[src/rtl/alu_bitserial_seq_if.sv]
// Request/response bundle for the bit-serial ALU sequencer.
// The master issues operands and consumes results; the slave is the sequencer.
interface alu_bitserial_seq_if #(
  parameter int unsigned WIDTH = 32
) ();
  logic             start_valid;
  logic             start_ready;
  logic [WIDTH-1:0] a;
  logic [WIDTH-1:0] b;
  logic [2:0]       op;
  logic             result_valid;
  logic             result_ready;
  logic [WIDTH-1:0] result;
  logic             cout;
  logic             overflow;
  logic             zero;

  modport master (
    output start_valid, a, b, op, result_ready,
    input  start_ready, result_valid, result, cout, overflow, zero
  );

  modport slave (
    input  start_valid, a, b, op, result_ready,
    output start_ready, result_valid, result, cout, overflow, zero
  );
endinterface

[src/rtl/alu_bitserial_seq.sv]
// Bit-serial ALU sequencer: iterates a 1-bit AND/OR/ADD/SUB/SLT slice over WIDTH bits,
// one bit per clock, with valid/ready handshakes on request and result.
module alu_bitserial_seq #(
  parameter int unsigned WIDTH = 32
) (
  input logic                clk,
  input logic                reset,
  alu_bitserial_seq_if.slave bus
);
  localparam int unsigned IdxW = $clog2(WIDTH);
  localparam logic [IdxW-1:0] LastIdx = IdxW'(WIDTH - 1);

  localparam logic [2:0] OpAnd = 3'b000;
  localparam logic [2:0] OpOr  = 3'b001;
  localparam logic [2:0] OpAdd = 3'b010;
  localparam logic [2:0] OpSub = 3'b110;
  localparam logic [2:0] OpSlt = 3'b111;

  typedef enum logic [1:0] {StIdle, StCompute, StFinish, StDone} state_e;

  state_e           state_q, state_d;
  logic [WIDTH-1:0] a_q, a_d, b_q, b_d, acc_q, acc_d, result_q, result_d;
  logic [2:0]       op_q, op_d;
  logic [IdxW-1:0]  idx_q, idx_d;
  logic             carry_q, carry_d, cin_msb_q, cin_msb_d;
  logic             cout_q, cout_d, ovf_q, ovf_d, zero_q, zero_d;

  logic             ai, bi, sum_bit, res_bit, is_arith, ovf_calc;
  logic [WIDTH-1:0] res_fin;

  always_comb begin
    state_d   = state_q;
    a_d       = a_q;
    b_d       = b_q;
    op_d      = op_q;
    idx_d     = idx_q;
    carry_d   = carry_q;
    cin_msb_d = cin_msb_q;
    acc_d     = acc_q;
    result_d  = result_q;
    cout_d    = cout_q;
    ovf_d     = ovf_q;
    zero_d    = zero_q;
    res_fin   = '0;
    res_bit   = 1'b0;

    // op[2] doubles as Binvert and the carry-in for SUB/SLT.
    ai       = a_q[idx_q];
    bi       = b_q[idx_q] ^ op_q[2];
    sum_bit  = ai ^ bi ^ carry_q;
    is_arith = (op_q == OpAdd) || (op_q == OpSub) || (op_q == OpSlt);
    ovf_calc = cin_msb_q ^ carry_q;

    unique case (state_q)
      StIdle: begin
        if (bus.start_valid) begin
          a_d     = bus.a;
          b_d     = bus.b;
          op_d    = bus.op;
          carry_d = bus.op[2];
          idx_d   = '0;
          acc_d   = '0;
          state_d = StCompute;
        end
      end
      StCompute: begin
        case (op_q)
          OpAnd:   res_bit = ai & bi;
          OpOr:    res_bit = ai | bi;
          default: res_bit = sum_bit;
        endcase
        acc_d[idx_q] = res_bit;
        if (is_arith) begin
          carry_d = (ai & bi) | (ai & carry_q) | (bi & carry_q);
        end
        if (idx_q == LastIdx) begin
          cin_msb_d = carry_q;
          state_d   = StFinish;
        end else begin
          idx_d = idx_q + IdxW'(1);
        end
      end
      StFinish: begin
        cout_d = 1'b0;
        ovf_d  = 1'b0;
        case (op_q)
          OpAnd, OpOr: res_fin = acc_q;
          OpAdd, OpSub: begin
            res_fin = acc_q;
            cout_d  = carry_q;
            ovf_d   = ovf_calc;
          end
          OpSlt: begin
            // Sign of the difference corrected by overflow gives a signed compare.
            res_fin = {{(WIDTH-1){1'b0}}, acc_q[WIDTH-1] ^ ovf_calc};
            cout_d  = carry_q;
            ovf_d   = ovf_calc;
          end
          default: res_fin = '0;
        endcase
        result_d = res_fin;
        zero_d   = (res_fin == '0);
        state_d  = StDone;
      end
      StDone: begin
        if (bus.result_ready) begin
          state_d = StIdle;
        end
      end
      default: state_d = StIdle;
    endcase
  end

  always_ff @(posedge clk) begin
    if (reset) begin
      state_q   <= StIdle;
      a_q       <= '0;
      b_q       <= '0;
      op_q      <= '0;
      idx_q     <= '0;
      carry_q   <= 1'b0;
      cin_msb_q <= 1'b0;
      acc_q     <= '0;
      result_q  <= '0;
      cout_q    <= 1'b0;
      ovf_q     <= 1'b0;
      zero_q    <= 1'b0;
    end else begin
      state_q   <= state_d;
      a_q       <= a_d;
      b_q       <= b_d;
      op_q      <= op_d;
      idx_q     <= idx_d;
      carry_q   <= carry_d;
      cin_msb_q <= cin_msb_d;
      acc_q     <= acc_d;
      result_q  <= result_d;
      cout_q    <= cout_d;
      ovf_q     <= ovf_d;
      zero_q    <= zero_d;
    end
  end

  assign bus.start_ready  = (state_q == StIdle);
  assign bus.result_valid = (state_q == StDone);
  assign bus.result       = result_q;
  assign bus.cout         = cout_q;
  assign bus.overflow     = ovf_q;
  assign bus.zero         = zero_q;
endmodule
[src/flat_wrapper.sv]
// flat-port wrapper written by rule: the top's interface ports become plain ports
module alu_bitserial_seq_flat 
#(
  parameter int unsigned WIDTH = 32
)
  (clk, reset, bus_start_valid, bus_a, bus_b, bus_op, bus_result_ready, bus_start_ready, bus_result_valid, bus_result, bus_cout, bus_overflow, bus_zero);
  alu_bitserial_seq_if #(.WIDTH(WIDTH)) bus_i ();
  input logic clk;
  input logic reset;
  input wire logic [$bits(bus_i.start_valid)-1:0] bus_start_valid;
  input wire logic [$bits(bus_i.a)-1:0] bus_a;
  input wire logic [$bits(bus_i.b)-1:0] bus_b;
  input wire logic [$bits(bus_i.op)-1:0] bus_op;
  input wire logic [$bits(bus_i.result_ready)-1:0] bus_result_ready;
  output wire logic [$bits(bus_i.start_ready)-1:0] bus_start_ready;
  output wire logic [$bits(bus_i.result_valid)-1:0] bus_result_valid;
  output wire logic [$bits(bus_i.result)-1:0] bus_result;
  output wire logic [$bits(bus_i.cout)-1:0] bus_cout;
  output wire logic [$bits(bus_i.overflow)-1:0] bus_overflow;
  output wire logic [$bits(bus_i.zero)-1:0] bus_zero;
  assign bus_i.start_valid = bus_start_valid;
  assign bus_i.a = bus_a;
  assign bus_i.b = bus_b;
  assign bus_i.op = bus_op;
  assign bus_i.result_ready = bus_result_ready;
  assign bus_start_ready = bus_i.start_ready;
  assign bus_result_valid = bus_i.result_valid;
  assign bus_result = bus_i.result;
  assign bus_cout = bus_i.cout;
  assign bus_overflow = bus_i.overflow;
  assign bus_zero = bus_i.zero;
  alu_bitserial_seq #(.WIDTH(WIDTH)) u_core (.clk(clk), .reset(reset), .bus(bus_i));
endmodule
[config.mk]
export PLATFORM = sky130hd
export DESIGN_NAME = alu_bitserial_seq_flat
export DESIGN_NICKNAME = d
export VERILOG_FILES = /design/src/rtl/alu_bitserial_seq_if.sv /design/src/rtl/alu_bitserial_seq.sv /design/src/flat_wrapper.sv
export SDC_FILE = /design/constraint.sdc
export NUM_CORES = 1
export LEC_CHECK = 0
export CORE_MARGIN = 5
export CORE_UTILIZATION = 48
export CTS_CLUSTER_SIZE = 25
export DETAILED_ROUTE_END_ITERATION = 10
export GPL_TIMING_DRIVEN = 0
export PLACE_DENSITY_LB_ADDON = 0.2
export SYNTH_ARGS = -nofsm -noshare
export SYNTH_HDL_FRONTEND = slang
export SYNTH_SLANG_ARGS = --single-unit
export TNS_END_PERCENT = 100
[constraint.sdc]
create_clock -name clk -period 2.9 [get_ports clk]
set_input_delay 0.87 -clock clk [delete_from_list [all_inputs] [get_ports clk]]
set_output_delay 0.87 -clock clk [all_outputs]
set_load 0.03 [all_outputs]
==> results of run 1 <==
## how the worst min path moves through the flow
stage                                      startpoint                     endpoint  depth (start not counted)
after floorplan           u_core.a_q[13]$_SDFFE_PP0P_  u_core.a_q[13]$_SDFFE_PP0P_                          2
after global placement    u_core.a_q[12]$_SDFFE_PP0P_  u_core.a_q[12]$_SDFFE_PP0P_                          2
after global routing      u_core.b_q[12]$_SDFFE_PP0P_  u_core.b_q[12]$_SDFFE_PP0P_                          2
after detailed placement  u_core.a_q[26]$_SDFFE_PP0P_  u_core.a_q[26]$_SDFFE_PP0P_                          2
final                     u_core.a_q[10]$_SDFFE_PP0P_  u_core.a_q[10]$_SDFFE_PP0P_                          2
after CTS                 u_core.b_q[17]$_SDFFE_PP0P_  u_core.b_q[17]$_SDFFE_PP0P_                          2
## worst max-delay path, stage by stage, from the launching register on
cell and delay (ps):
dfxtp_4 370, buf_12 140, buf_12 130, buf_12 140, mux2i_2 230, o221ai_1 130
o21ai_1 140, nand3_2 140, xnor2_2 180, fa_1 520, o21bai_4 130, o41ai_4 160
nor3b_4 270, buf_6 160, nand2_2 60, a21oi_2 160
## final cells by class
type                       instances  share of cell area
inverter                          14             0.00604
tap                              176              0.0253
buffer                            66              0.0375
clock inverter                     7             0.00748
sequential                       143               0.329
multi-input combinational        566               0.396
timing repair buffer             124               0.145
clock buffer                      22              0.0533
## power by group through the flow
stage / registers, mW / logic, mW / clock network, mW
4_1_cts: 2.34 / 2.31 / 2.00
3_5_place_dp: 2.37 / 2.10 / 0
3_3_place_gp: 2.36 / 2.07 / 0
2_1_floorplan: 2.35 / 1.50 / 0
6_report: 2.34 / 2.33 / 1.99
5_1_grt: 2.37 / 2.57 / 2.10
## metrics by stage
stage | setup TNS (ps) | setup slack, ps | hold slack, ps | cells
2_1_floorplan | 0 | 18.6 | 432 | 789
3_3_place_gp | -14440 | -505 | 439 | 1071
3_5_place_dp | -14810 | -528 | 447 | 1071
4_1_cts | -4530 | -162 | 454 | 1117
5_1_grt | -11140 | -386 | 473 | 1118
6_report | -6090 | -230 | 453 | 1118
## cell families (layout without fill, tap and decap cells)
kind of cell	after synthesis	after routing	share of synthesized area
AOI/OAI and AO/OA	231	231	0.196
buffers and inverters	80	233	0.0535
muxes	27	27	0.0595
xor gates and xnor gates	6	6	0.00811
and+or+nand+nor	290	290	0.217
adders and majority gates	12	12	0.0243
DFF	143	143	0.442
## layer usage
metal  vias up  global-route usage  wire length (µm)
met5         -                   0                 0
met4         0               0.104               546
met3        46              0.0525               990
met2       192               0.368              8530
met1      2806               0.279              7610
li1       3011                   -                 -
## cells in the mapped netlist, drive strengths merged, types with 4 or more instances
cell	count	area share
dfxtp	143	0.44
clkbuf	50	0.029
mux2i	19	0.029
nor4	8	0.0087
nand2	167	0.097
nand3	37	0.029
a21oi	164	0.13
nor2b	4	0.0039
nor2	13	0.0075
ha	11	0.021
mux4	8	0.030
nand2b	34	0.033
buf	16	0.016
o221ai	6	0.0081
o21ai	36	0.028
xnor2	4	0.0054
a22oi	8	0.010
nor3b	4	0.012
inv	13	0.0075
and3	5	0.0048
nor3	6	0.0077
## registers in the layout (all words and copies together), names as in the netlist
name and count:
u_core.bus.result 32, u_core.cin_msb_q 1, u_core.acc_q 32, u_core.carry_q 1, u_core.bus.overflow 1, u_core.op_q 3
u_core.bus.zero 1, u_core.bus.cout 1, u_core.b_q 32, u_core.idx_q 5, u_core.state_q 2, u_core.a_q 32
## repair_timing
action / 4_1_cts / 5_1_grt
buffers inserted: 15 / 1
resized for setup: 51 / 28
gates cloned: 2 / 0
pin swaps: 38 / 8
setup endpoints to repair: 32 / 33
==> metrics.yaml, run 1 <==
setup_path:
  r2r_setup_slack_ps: -230
  cp-end-kind: "flip-flop"
  crit_arrival_ps: 3480
  worstRegToRegCells: 15
  crit_type: "flip-flop to flip-flop"
  crit_end: "u_core.acc_q[17]$_SDFFE_PP0P_"
  r2r-start: "u_core.idx_q[0]$_SDFFE_PP0P_"
  required_ps: 3250
  startpoint: "u_core.idx_q[0]$_SDFFE_PP0P_"
  cp_max_fo: 8
  reg2reg_to: "u_core.acc_q[17]$_SDFFE_PP0P_"
  start_kind: "flip-flop"
clock_tree:
  cts_buffers: 17
  clk_latency_ps: 420
  cts_hold_buffers: 0
  cts_root_buf: "clkbuf_16"
  clk_pin_slew_worst_paths_ps: 60
  cts_tree: "done"
  cts_max_path_buffers: 2
  h-tree-depth: 4
  clock-sinks: 143
synthesis:
  ys_ff_latch: 143
  netlist_area_um2: 6480
  syn_nets: 872
  yosysUniqueCellTypes: 50
  avgSynthCellArea_um2: 8.21
  synth.yosys.seq_area_share: 0.442
  synthArstFlopShare: 0
  synthCells: 789
  synth_edf_count: 0
  yosys_warnings: 0
  synth_top_flop_cell: "dfxtp_1"
status:
  status: "finished with violations"
  violations: "negative setup slack"
floorplanning:
  fp.dieH_um: 126
  io_pins: 108
  dieArea_um2: 15900
  die_w_um: 126
  rows: 42
  floorplan.core_area_um2: 13200
  start_util: 0.489
power:
  max-vdd-ir-drop_uv: 435
  seqPwrFrac: 0.352
  comb_power_share: 0.350
  internal_power_mw: 4.34
  p_per_area_nw_per_um2: 766
  leakage_nw: 3.05
  clockPowerShare: 0.298
  swShare: 0.348
  switchingPower_mw: 2.32
  totalPowerFinal_mw: 6.66
timing:
  setup_ws_ps: -230
  max_slew_margin: 0.487
  fin_crit_ps: 3130
  rsz0062_at_grt: "yes"
  slew_violations: 0
  hold_viol: 0
  clock.fmax_mhz: 319
  layout_worst_path_cycle_share: 1.08
  finClkSkew_ps: 6.17
  setup_viol: 32
  worst_slew_pin_slew_ps: 766
drt:
  vias_per_cell: 5.42
  ant_nets: 0
  drc_errors: 0
  vias: 6055
  drtIter0Drc: 453
  wl_per_cell_um: 15.8
  wirelength_um: 17700
  firstDrtPassIters: 5
layout:
  final-seq-area_um2: 2870
  final_util: 0.657
  diodes: 0
  areaGrowthSynthToFinish_pct: 34.3
  final_cell_mix: "nand2_1, dfxtp_1, a21oi_1, clkdlybuf4s50_1, clkbuf_1"
  multi_input_area_um2: 3450
  layout-drive-gt1-share: 0.145
  layout_commonest_cell: "nand2_1"
  layout.nets: 1015
  nFillCells: 1192
  fin_area_um2: 8700
job:
  maxCapViolCount: 0
global_routing:
  grt_overflow_total: 0
  grt_pass1_wl_um: 29000
  grt_usage: 0.224
  grt_max_degree: 17
  grt_pass1_vias: 5890
  antenna_found_initial: 0
placement:
  gp_congestion: 0.856
  hpwlAfterDp_um: 12300
  post_dp_cell_area_um2: 7760
  io_buffers: 106
min_path:
  min_path_type: "flip-flop to flip-flop"
No activity file was read; power rests on OpenSTA's default activity.
==> run 2: changes to the inputs <==
CORE_ASPECT_RATIO = 1.75   (was default)
TNS_END_PERCENT = 1   (was 100)
==> metrics.yaml, run 2 (synthesis gave the netlist of run 1 again) <==
layout:
  final_cell_mix: "nand2_1, a21oi_1, dfxtp_1, clkdlybuf4s50_1, clkbuf_1"
  layout_commonest_cell: "nand2_1"
  layout-drive-gt1-share: 0.119  # -0.0268
  areaGrowthSynthToFinish_pct: 34.5
  layout.nets: 1014  # -0.099%
  diodes: 0  # unchanged
  fin_area_um2: 8710  # +0.13%
floorplanning:
  fp.dieH_um: 164  # +30%
  die_w_um: 97.8  # -22%
  start_util: 0.487  # -0.00257
  rows: 56  # +33%
  io_pins: 108  # unchanged
  floorplan.core_area_um2: 13300  # +0.53%
  dieArea_um2: 16000  # +0.58%
clock_tree:
  cts_root_buf: "clkbuf_16"
  clk_pin_slew_worst_paths_ps: 60  # about the same
  clock-sinks: 143  # unchanged
  cts_max_path_buffers: 2  # unchanged
  cts_hold_buffers: 0  # unchanged
  clk_latency_ps: 420  # about the same
  h-tree-depth: 4  # unchanged
  cts_buffers: 17  # unchanged
  cts_tree: "done"
drt:
  wirelength_um: 18700  # +5.7%
  drtIter0Drc: 255  # -44%
  drc_errors: 0  # unchanged
  vias: 6128  # +1.2%
  wl_per_cell_um: 16.7  # +5.7%
  ant_nets: 0  # unchanged
  vias_per_cell: 5.48  # +1.2%
  firstDrtPassIters: 4  # -1
timing:
  hold_viol: 0  # unchanged
  max_slew_margin: 0.541  # +0.0545
  worst_slew_pin_slew_ps: 669  # -96.8 ps
  layout_worst_path_cycle_share: 1.11  # +0.0285
  clock.fmax_mhz: 311  # -2.6%
  holdWs_ps: 451  # -2.18 ps
  setup_ws_ps: -313  # -82.7 ps
  setup_viol: 32  # unchanged
  rsz0062_at_grt: "yes"
  finClkSkew_ps: 10.3  # +4.17 ps
  fin_crit_ps: 3210  # +82.7 ps
  slew_violations: 0  # unchanged
placement:
  gp_congestion: 0.919  # +7.3%
  dpl_worst_slack_ps: -558  # -29.9 ps
  post_dp_cell_area_um2: 7760  # about the same
  io_buffers: 106  # unchanged
  hpwlAfterDp_um: 13300  # +7.9%
setup_path:
  cp_max_fo: 8  # unchanged
  start_kind: "flip-flop"
  r2r-start: "u_core.idx_q[0]$_SDFFE_PP0P_"
  required_ps: 3240  # about the same
  startpoint: "u_core.idx_q[0]$_SDFFE_PP0P_"
  crit_type: "flip-flop to flip-flop"
  crit_arrival_ps: 3550  # +70 ps
  cp-end-kind: "flip-flop"
status:
  status: "finished with violations"
  violations: "negative setup slack"
power:
  leakage_nw: 3.07  # +0.37%
  max-vdd-ir-drop_uv: 554  # +27%
  p_per_area_nw_per_um2: 803  # +4.8%
  totalPowerFinal_mw: 7.00  # +5.0%
min_path:
  min_path_type: "flip-flop to flip-flop"
  hp-start: "u_core.a_q[22]$_SDFFE_PP0P_"
global_routing:
  grt_overflow_total: 0  # unchanged
  grt_usage: 0.227  # +0.00266
  grt_max_degree: 17  # unchanged
  grt_pass1_vias: 6004  # +1.9%
  grt_pass1_wl_um: 28900  # -0.17%
  antenna_found_initial: 0  # unchanged
job:
  maxCapViolCount: 0  # unchanged
## run 2: changes by cell type in the layout (fill, tap and decap cells not counted), sizes merged
| cell | previous run | this run |
|---|---|---|
| buf | 34 | 32 |
| dlymetal6s2s | 1 | 0 |
| bufinv | 1 | 3 |
| clkdlybuf4s50 | 105 | 106 |
| clkinvlp | 2 | 1 |
| clkbuf | 72 | 75 |
## run 2: what timing repair did
action                                  CTS  global route
endpoints found under the setup margin   32            32
cloned                                    0             1
hold endpoints to repair                  0             0
pin swaps                                 9            22
gates resized for setup                  21            23
buffers inserted                         12             4
## run 2: per-stage QoR
step	utilization	std cells	TNS [ps]
6_report	0.655	1118	-8260
3_5_place_dp	0.583	1069	-16100
2_1_floorplan	-	789	0
4_1_cts	0.643	1113	-5460
5_1_grt	0.655	1118	-12660
3_3_place_gp	0.583	1069	-15170
## run 2: cell type report
type | instances | area (µm²)
Fill cell | 1165 | 4600
Clock inverter | 8 | 129
Buffer | 66 | 318
Tap cell | 174 | 218
Clock buffer | 24 | 492
Multi-Input combinational cell | 566 | 3400
Inverter | 14 | 52.6
Sequential cell | 143 | 2860
Timing Repair Buffer | 123 | 1240
## run 2: final timing paths
check	slack, ps	to	cells past startpoint
worst min-delay path	450	u_core.a_q[22]$_SDFFE_PP0P_	2
worst min register to register	450	u_core.a_q[22]$_SDFFE_PP0P_	2
worst max register to register	-310	u_core.acc_q[25]$_SDFFE_PP0P_	13
worst max-delay path	-310	u_core.acc_q[25]$_SDFFE_PP0P_	13
## run 2: metal layers
metal	track usage	vias up	wire length [µm]
li1	-	3010	-
met1	0.224	2865	6660
met2	0.445	200	10500
met3	0.0340	53	778
met4	0.121	0	764
met5	0	-	0
## run 2: where the power goes
part,total [mW],internal (mW),switching (mW),leakage (nW)
combinational,2.36,0.962,1.39,1.60
clock,2.29,1.45,0.841,0.301
sequential,2.35,2.19,0.163,1.16
## run 2: critical path: stages, from the launching register on
cell      delay (ps)
dfxtp_2          330
buf_6            140
buf_4            140
mux4_2           500
a22oi_1          240
and4_4           270
inv_2             50
fa_1             500
o21bai_4         120
o41ai_4          160
nor3b_4          270
buf_12           160
nand2_1           80
a21oi_2          180
